===== src/rtl/if_fetch_pkg.sv =====
// Shared types and constants for the instruction-fetch stage.
// Used by if_fetch_unit and the IF/ID pipeline register.
package if_fetch_pkg;

    typedef enum logic [1:0] {
        ST_FETCH   = 2'd0,
        ST_DISCARD = 2'd1,
        ST_HOLD    = 2'd2
    } fetch_state_e;

    localparam logic [31:0] PC_INCREMENT     = 32'd4;
    localparam logic [31:0] DEFAULT_RESET_PC = 32'h0040_0000;

endpackage


===== src/rtl/if_fetch_unit_if_id.sv =====
// IF/ID pipeline register: holds one instruction and its PC+4 with a valid bit.
// Flush clears only the valid bit; a bubble is taken when ID advances with no new word.
module if_id_register
    import if_fetch_pkg::*;
#(
    parameter int W = 32
) (
    input  logic         clk,
    input  logic         reset,
    input  logic         i_flush,
    input  logic         i_stall,
    input  logic         i_valid,
    input  logic [W-1:0] i_instr,
    input  logic [W-1:0] i_pc4,
    output logic [W-1:0] o_instr,
    output logic [W-1:0] o_pc4,
    output logic         o_valid
);

    logic [W-1:0] r_instr;
    logic [W-1:0] r_pc4;
    logic         r_valid;
    logic         w_advance;

    assign w_advance = !i_stall || !r_valid;

    // Pipeline register update: flush beats advance, advance without data leaves a bubble.
    always_ff @(posedge clk) begin
        if (reset) begin
            r_instr <= {W{1'b0}};
            r_pc4   <= {W{1'b0}};
            r_valid <= 1'b0;
        end else if (i_flush) begin
            r_valid <= 1'b0;
        end else if (w_advance) begin
            r_valid <= i_valid;
            if (i_valid) begin
                r_instr <= i_instr;
                r_pc4   <= i_pc4;
            end
        end
    end

    assign o_instr = r_instr;
    assign o_pc4   = r_pc4;
    assign o_valid = r_valid;

endmodule


===== src/rtl/if_fetch_unit.sv =====
// Instruction-fetch stage: PC, req/ack imem port, one-entry skid, stale-response discard.
// Optional macro FETCH_DELAY_SLOT_EN: redirects leave the IF/ID register un-flushed.
module if_fetch_unit
    import if_fetch_pkg::*;
#(
    parameter int               NBits    = 32,
    parameter logic [NBits-1:0] RESET_PC = NBits'(DEFAULT_RESET_PC)
) (
    input  logic             clk,
    input  logic             reset,
    input  logic             BranchTaken,
    input  logic             JumpTaken,
    input  logic [NBits-1:0] BranchAddress,
    input  logic [NBits-1:0] JumpAddress,
    input  logic             Stall,
    output logic             imem_req,
    output logic [NBits-1:0] imem_addr,
    input  logic             imem_ack,
    input  logic [NBits-1:0] imem_rdata,
    output logic [NBits-1:0] out_Instruction,
    output logic [NBits-1:0] out_PC_4,
    output logic             out_valid
);

    fetch_state_e     r_state;
    fetch_state_e     w_state_nxt;
    logic [NBits-1:0] r_pc;
    logic [NBits-1:0] r_target;
    logic [NBits-1:0] r_skid_instr;
    logic [NBits-1:0] r_skid_pc4;

    logic             w_redirect;
    logic [NBits-1:0] w_redir_tgt;
    logic [NBits-1:0] w_pc_plus4;
    logic             w_can_load;
    logic             w_flush;
    logic [NBits-1:0] w_pc_nxt;
    logic [NBits-1:0] w_tgt_nxt;
    logic             w_skid_ld;
    logic             w_id_vin;
    logic [NBits-1:0] w_id_instr;
    logic [NBits-1:0] w_id_pc4;

    assign w_redirect  = JumpTaken || BranchTaken;
    assign w_redir_tgt = JumpTaken ? JumpAddress : BranchAddress;
    assign w_pc_plus4  = r_pc + NBits'(PC_INCREMENT);
    assign w_can_load  = !Stall || !out_valid;

`ifdef FETCH_DELAY_SLOT_EN
    assign w_flush = 1'b0;
`else
    assign w_flush = w_redirect;
`endif

    // Fetch state register.
    always_ff @(posedge clk) begin
        if (reset) begin
            r_state <= ST_FETCH;
        end else begin
            r_state <= w_state_nxt;
        end
    end

    // Next-state logic.
    always_comb begin
        w_state_nxt = r_state;
        case (r_state)
            ST_FETCH: begin
                if (imem_ack) begin
                    if (!w_redirect && !w_can_load) begin
                        w_state_nxt = ST_HOLD;
                    end else begin
                        w_state_nxt = ST_FETCH;
                    end
                end else if (w_redirect) begin
                    w_state_nxt = ST_DISCARD;
                end else begin
                    w_state_nxt = ST_FETCH;
                end
            end
            ST_DISCARD: begin
                if (imem_ack) begin
                    w_state_nxt = ST_FETCH;
                end else begin
                    w_state_nxt = ST_DISCARD;
                end
            end
            ST_HOLD: begin
                if (w_redirect || w_can_load) begin
                    w_state_nxt = ST_FETCH;
                end else begin
                    w_state_nxt = ST_HOLD;
                end
            end
            default: w_state_nxt = ST_FETCH;
        endcase
    end

    // Memory port outputs; the address only moves when the PC does.
    always_comb begin
        imem_addr = r_pc;
        if (reset || (r_state == ST_HOLD)) begin
            imem_req = 1'b0;
        end else begin
            imem_req = 1'b1;
        end
    end

    // PC, latched-target, skid and IF/ID-feed selection per state.
    always_comb begin
        w_pc_nxt   = r_pc;
        w_tgt_nxt  = r_target;
        w_skid_ld  = 1'b0;
        w_id_vin   = 1'b0;
        w_id_instr = imem_rdata;
        w_id_pc4   = w_pc_plus4;
        case (r_state)
            ST_FETCH: begin
                if (imem_ack) begin
                    if (w_redirect) begin
                        w_pc_nxt = w_redir_tgt;
                    end else begin
                        w_pc_nxt = w_pc_plus4;
                        if (w_can_load) begin
                            w_id_vin = 1'b1;
                        end else begin
                            w_skid_ld = 1'b1;
                        end
                    end
                end else if (w_redirect) begin
                    w_tgt_nxt = w_redir_tgt;
                end else begin
                    w_pc_nxt = r_pc;
                end
            end
            ST_DISCARD: begin
                // A redirect arriving with the ack is the newest and wins.
                if (w_redirect) begin
                    w_tgt_nxt = w_redir_tgt;
                end else begin
                    w_tgt_nxt = r_target;
                end
                if (imem_ack) begin
                    w_pc_nxt = w_redirect ? w_redir_tgt : r_target;
                end else begin
                    w_pc_nxt = r_pc;
                end
            end
            ST_HOLD: begin
                if (w_redirect) begin
                    w_pc_nxt = w_redir_tgt;
                end else if (w_can_load) begin
                    w_id_vin   = 1'b1;
                    w_id_instr = r_skid_instr;
                    w_id_pc4   = r_skid_pc4;
                end else begin
                    w_pc_nxt = r_pc;
                end
            end
            default: begin
                w_pc_nxt = r_pc;
            end
        endcase
    end

    // PC, redirect target and skid storage.
    always_ff @(posedge clk) begin
        if (reset) begin
            r_pc         <= RESET_PC;
            r_target     <= {NBits{1'b0}};
            r_skid_instr <= {NBits{1'b0}};
            r_skid_pc4   <= {NBits{1'b0}};
        end else begin
            r_pc     <= w_pc_nxt;
            r_target <= w_tgt_nxt;
            if (w_skid_ld) begin
                r_skid_instr <= imem_rdata;
                r_skid_pc4   <= w_pc_plus4;
            end
        end
    end

    if_id_register #(
        .W(NBits)
    ) u_if_id (
        .clk     (clk),
        .reset   (reset),
        .i_flush (w_flush),
        .i_stall (Stall),
        .i_valid (w_id_vin),
        .i_instr (w_id_instr),
        .i_pc4   (w_id_pc4),
        .o_instr (out_Instruction),
        .o_pc4   (out_PC_4),
        .o_valid (out_valid)
    );

endmodule


===== config.mk =====
export PLATFORM = sky130hd
export DESIGN_NAME = if_fetch_unit
export DESIGN_NICKNAME = d
export VERILOG_FILES = /design/src/rtl/if_fetch_pkg.sv /design/src/rtl/if_fetch_unit_if_id.sv /design/src/rtl/if_fetch_unit.sv
export SDC_FILE = /design/constraint.sdc
export NUM_CORES = 1
export LEC_CHECK = 0
export ABC_AREA = 1
export CAP_MARGIN = 20
export CORE_UTILIZATION = 48
export DETAILED_ROUTE_END_ITERATION = 8
export PLACE_DENSITY = 0.77
export SLEW_MARGIN = 15
export SYNTH_ARGS = -nofsm -noshare
export SYNTH_HDL_FRONTEND = slang
export SYNTH_HIERARCHICAL = 1
export SYNTH_SLANG_ARGS = --single-unit
export TNS_END_PERCENT = 10

===== constraint.sdc =====
create_clock -name clk -period 2 [get_ports clk]
set_clock_uncertainty 0.2 [all_clocks]
set_input_delay 0.3 -clock clk [delete_from_list [all_inputs] [get_ports clk]]
set_output_delay 0.3 -clock clk [all_outputs]
set_load 0.02 [all_outputs]

==> metrics <==
Mapped Nets 1,857; CP Capture Type flop; post-synthesis xor/xnor area fraction 1.40%; htree depth 4; RSZ-0062 raised after global routing yes; CTS sink cnt 195; DRC viols 0; CTS Root Cell clkbuf_16; Worst setup SP type flop; slew at the pin with the worst max-slew slack 0.447 ns; Max Freq 0.500 GHz; Die Ht 154 um; Int Pwr 6.83 mW; # rows 55; sequential share of power 42.0%; TritonCTS clock tree done; Netlist cell types 33; Hold Vio Cnt, Final 0; top_reg_cell synth dfxtp_1; Hold Path Origin reset; cells after synthesis 1,750; number of global-route vias before repair 10,800; post-synthesis mux area share 0%; Clk Latency, worst-skew pair 0.45 ns; Via density 5.32; Leak 7.17 nW; most common cell in the netlist nand2_1; clock tree buffer depth 2; Hold Path Class in -> reg; cell taking the most area after synthesis dfxtp_1; main combinational cell family by area after synthesis simple AND/OR/NAND/NOR gates; IR drop worst, VDD 0.550 mV; DR vias 12,400; Synth top cells by count nand2_1, inv_1, a21oi_1, dfxtp_1, o21ai_0; Clock Power Share 37.3%; sw power 3.06 mW; CP max FO 4; DR WL/cell 15.1 um; fin crit share 100%; Yosys top cell area share 35.2%; minimum period implied by the final worst setup slack 2.00 ns; Seq cells post-synth 195; outcome complete, but fails checks; Max-Cap Viols 0; die area 23,700 sq um; Clk pin slew, worst setup/hold paths 0.08 ns; Post-Syn Area per Cell 6.33 sq um; failing checks negative setup slack; final WL 35,300 um; Final Slew Violations 0; Die W 154 um; Initial DRC Count 1,059; post-DP HPWL 23,100 um; Synth area leaders dfxtp_1, nand2_1, a21oi_1; WL met2 17,200 um; compound-cell area share of the yosys netlist 23.3%; PortBufs 199; Setup Crit Path Kind reg -> reg; EDFF count, synth 0; # nets final 2,140; P per Cell Area 624 nW/um^2; TNS Setup -0.0000300 ns; All-Layer GR Usage 27.0%; Initial DRT Pass Iterations 5; Placer Congestion 0.873; CP arrival 2.18 ns; top sig layer met4; ANT cells 0; YS warnings 6; Reg2Reg Depth 12; # hold bufs at CTS 0; Routed Antenna Nets 0; required time of the critical path 2.18 ns; fin worst setup slack -0.0000300 ns; Core Region 22,600 sq um; Simple-Gate Fraction of Synth Area 24.9%; Post-Synth Adder-Cell Area 0.564%; met3 wire len 2340 um; Setup-failing EPs final 1; layout cells sized above 1 17.9%; Initial Utilization 49.0%; Critical R2R Launch imem_addr[3]; Num CTS Buffers 17; largest net degree at the start of global routing 66; crit path launch imem_addr[3]; Pwr Total 9.88 mW; Seq/Total Area, Yosys 35.2%; hold path depth 3; Layout area overhead 43.0%; Synth Cell Area 11,100 sq um; I/O pin count 200; Worst slew margin 70.2%; global route total overflow 0; wl on met1 15,200 um; initial antenna violation count 0; first-pass GRT wire length 52,100 um; combinational group share of total power 20.7%; asr flop ratio synth 0%; switching share of power 30.9%
## area by class of cell
| class | count | area [sq um] |
|---|---|---|
| fill | 1887 | 6790 |
| multi-input combinational | 1178 | 5930 |
| timing repair buffer | 387 | 4010 |
| sequential | 195 | 3940 |
| inverter | 254 | 965 |
| clock buffer | 17 | 425 |
| tap | 285 | 357 |
| clock inverter | 15 | 220 |
## critical path, cell delays in order (launching register included)
cell      delay (ns)
dfxtp_2         0.37
buf_6           0.12
nand3_1         0.16
nor2_2          0.17
nand2_1         0.07
o21bai_1        0.17
and2_4          0.20
nand2_1         0.06
o21ai_0         0.10
inv_1           0.08
nand3_2         0.08
nand2_1         0.05
nor2_1          0.11
## repair_timing
action,4_1_cts,5_1_grt
gates cloned,0,15
pin swaps,4,28
gates resized for setup,54,118
setup endpoints to repair,69,125
buffers inserted,0,12
## per-layer routing
metal	GRT usage (%)	vias to the layer above
met3	3.58	52
met2	46.5	531
met5	0	-
li1	-	6105
met1	35.3	5708
met4	7.38	0
## cell families (layout without fill, tap and decap cells)
kind of cell | after synthesis | count (layout)
and+or+nand+nor | 669 | 669
AOI/OAI and AO/OA | 488 | 488
buffers and inverters | 377 | 673
DFF | 195 | 195
xor gates and xnor gates | 16 | 16
adders and majority gates | 5 | 5
## power groups by stage
stage	registers, mW	logic [mW]	clock network [mW]
global placement	4.22	1.87	0
CTS	4.14	1.90	3.73
finish	4.15	2.04	3.69
detailed placement	4.22	1.91	0
global route	4.17	2.23	3.87
floorplan	4.31	0.895	0
## layout by cell type (no fill, tap or decap), types with 4 or more instances in the layout
| master | netlist | layout |
|---|---|---|
| a21oi_1 | 221 | 215 |
| a21oi_2 | 22 | 27 |
| a22oi_1 | 17 | 17 |
| buf_12 | 0 | 26 |
| buf_4 | 11 | 136 |
| buf_6 | 10 | 12 |
| clkbuf_16 | 0 | 30 |
| clkdlybuf4s50_1 | 0 | 163 |
| clkinv_8 | 0 | 5 |
| dfxtp_1 | 195 | 173 |
| dfxtp_2 | 0 | 17 |
| dfxtp_4 | 0 | 5 |
| dlygate4sd2_1 | 0 | 30 |
| ha_4 | 0 | 4 |
| inv_1 | 248 | 244 |
| inv_2 | 6 | 6 |
| inv_6 | 0 | 4 |
| nand2_1 | 455 | 438 |
| nand2_2 | 3 | 17 |
| nand2_4 | 2 | 5 |
| nand3_1 | 81 | 61 |
| nand3_2 | 3 | 21 |
| nor2_1 | 103 | 93 |
| nor2_2 | 8 | 13 |
| nor2_4 | 6 | 11 |
| o21ai_0 | 159 | 150 |
| o21ai_1 | 64 | 72 |
| xnor2_1 | 6 | 4 |
| xor2_1 | 8 | 6 |
## registers in the layout (all words and copies together) (netlist names)
signal / cells
r_target: 32
u_if_id/o_instr: 32
r_skid_instr: 32
imem_addr: 32
r_state: 2
u_if_id/o_valid: 1
r_skid_pc4: 32
u_if_id/o_pc4: 32
## worst paths after layout
kind | endpoint | slack [ns]
max reg2reg | u_if_id/o_pc4[19] | -0.00003
max | u_if_id/o_pc4[19] | -0.00003
min | imem_addr[26] | 0.21
min reg2reg | r_skid_instr[4] | 0.25
## stage by stage
| stage | cells | cell area (sq um) | hold WS, ns | setup WS [ns] | utilization, % |
|---|---|---|---|---|---|
| detailed placement | 2272 | 14400 | 0.239 | -0.376 | 63.4 |
| global route | 2331 | 15900 | 0.193 | -0.131 | 70.0 |
| global placement | 2272 | 14400 | 0.232 | -0.325 | 63.4 |
| finish | 2331 | 15900 | 0.205 | -0.0000300 | 70.0 |
| floorplan | 1750 | 11100 | 0.225 | -0.00885 | - |
| CTS | 2304 | 15000 | 0.185 | -0.0309 | 66.3 |
Power figures use the tool's default switching activity.
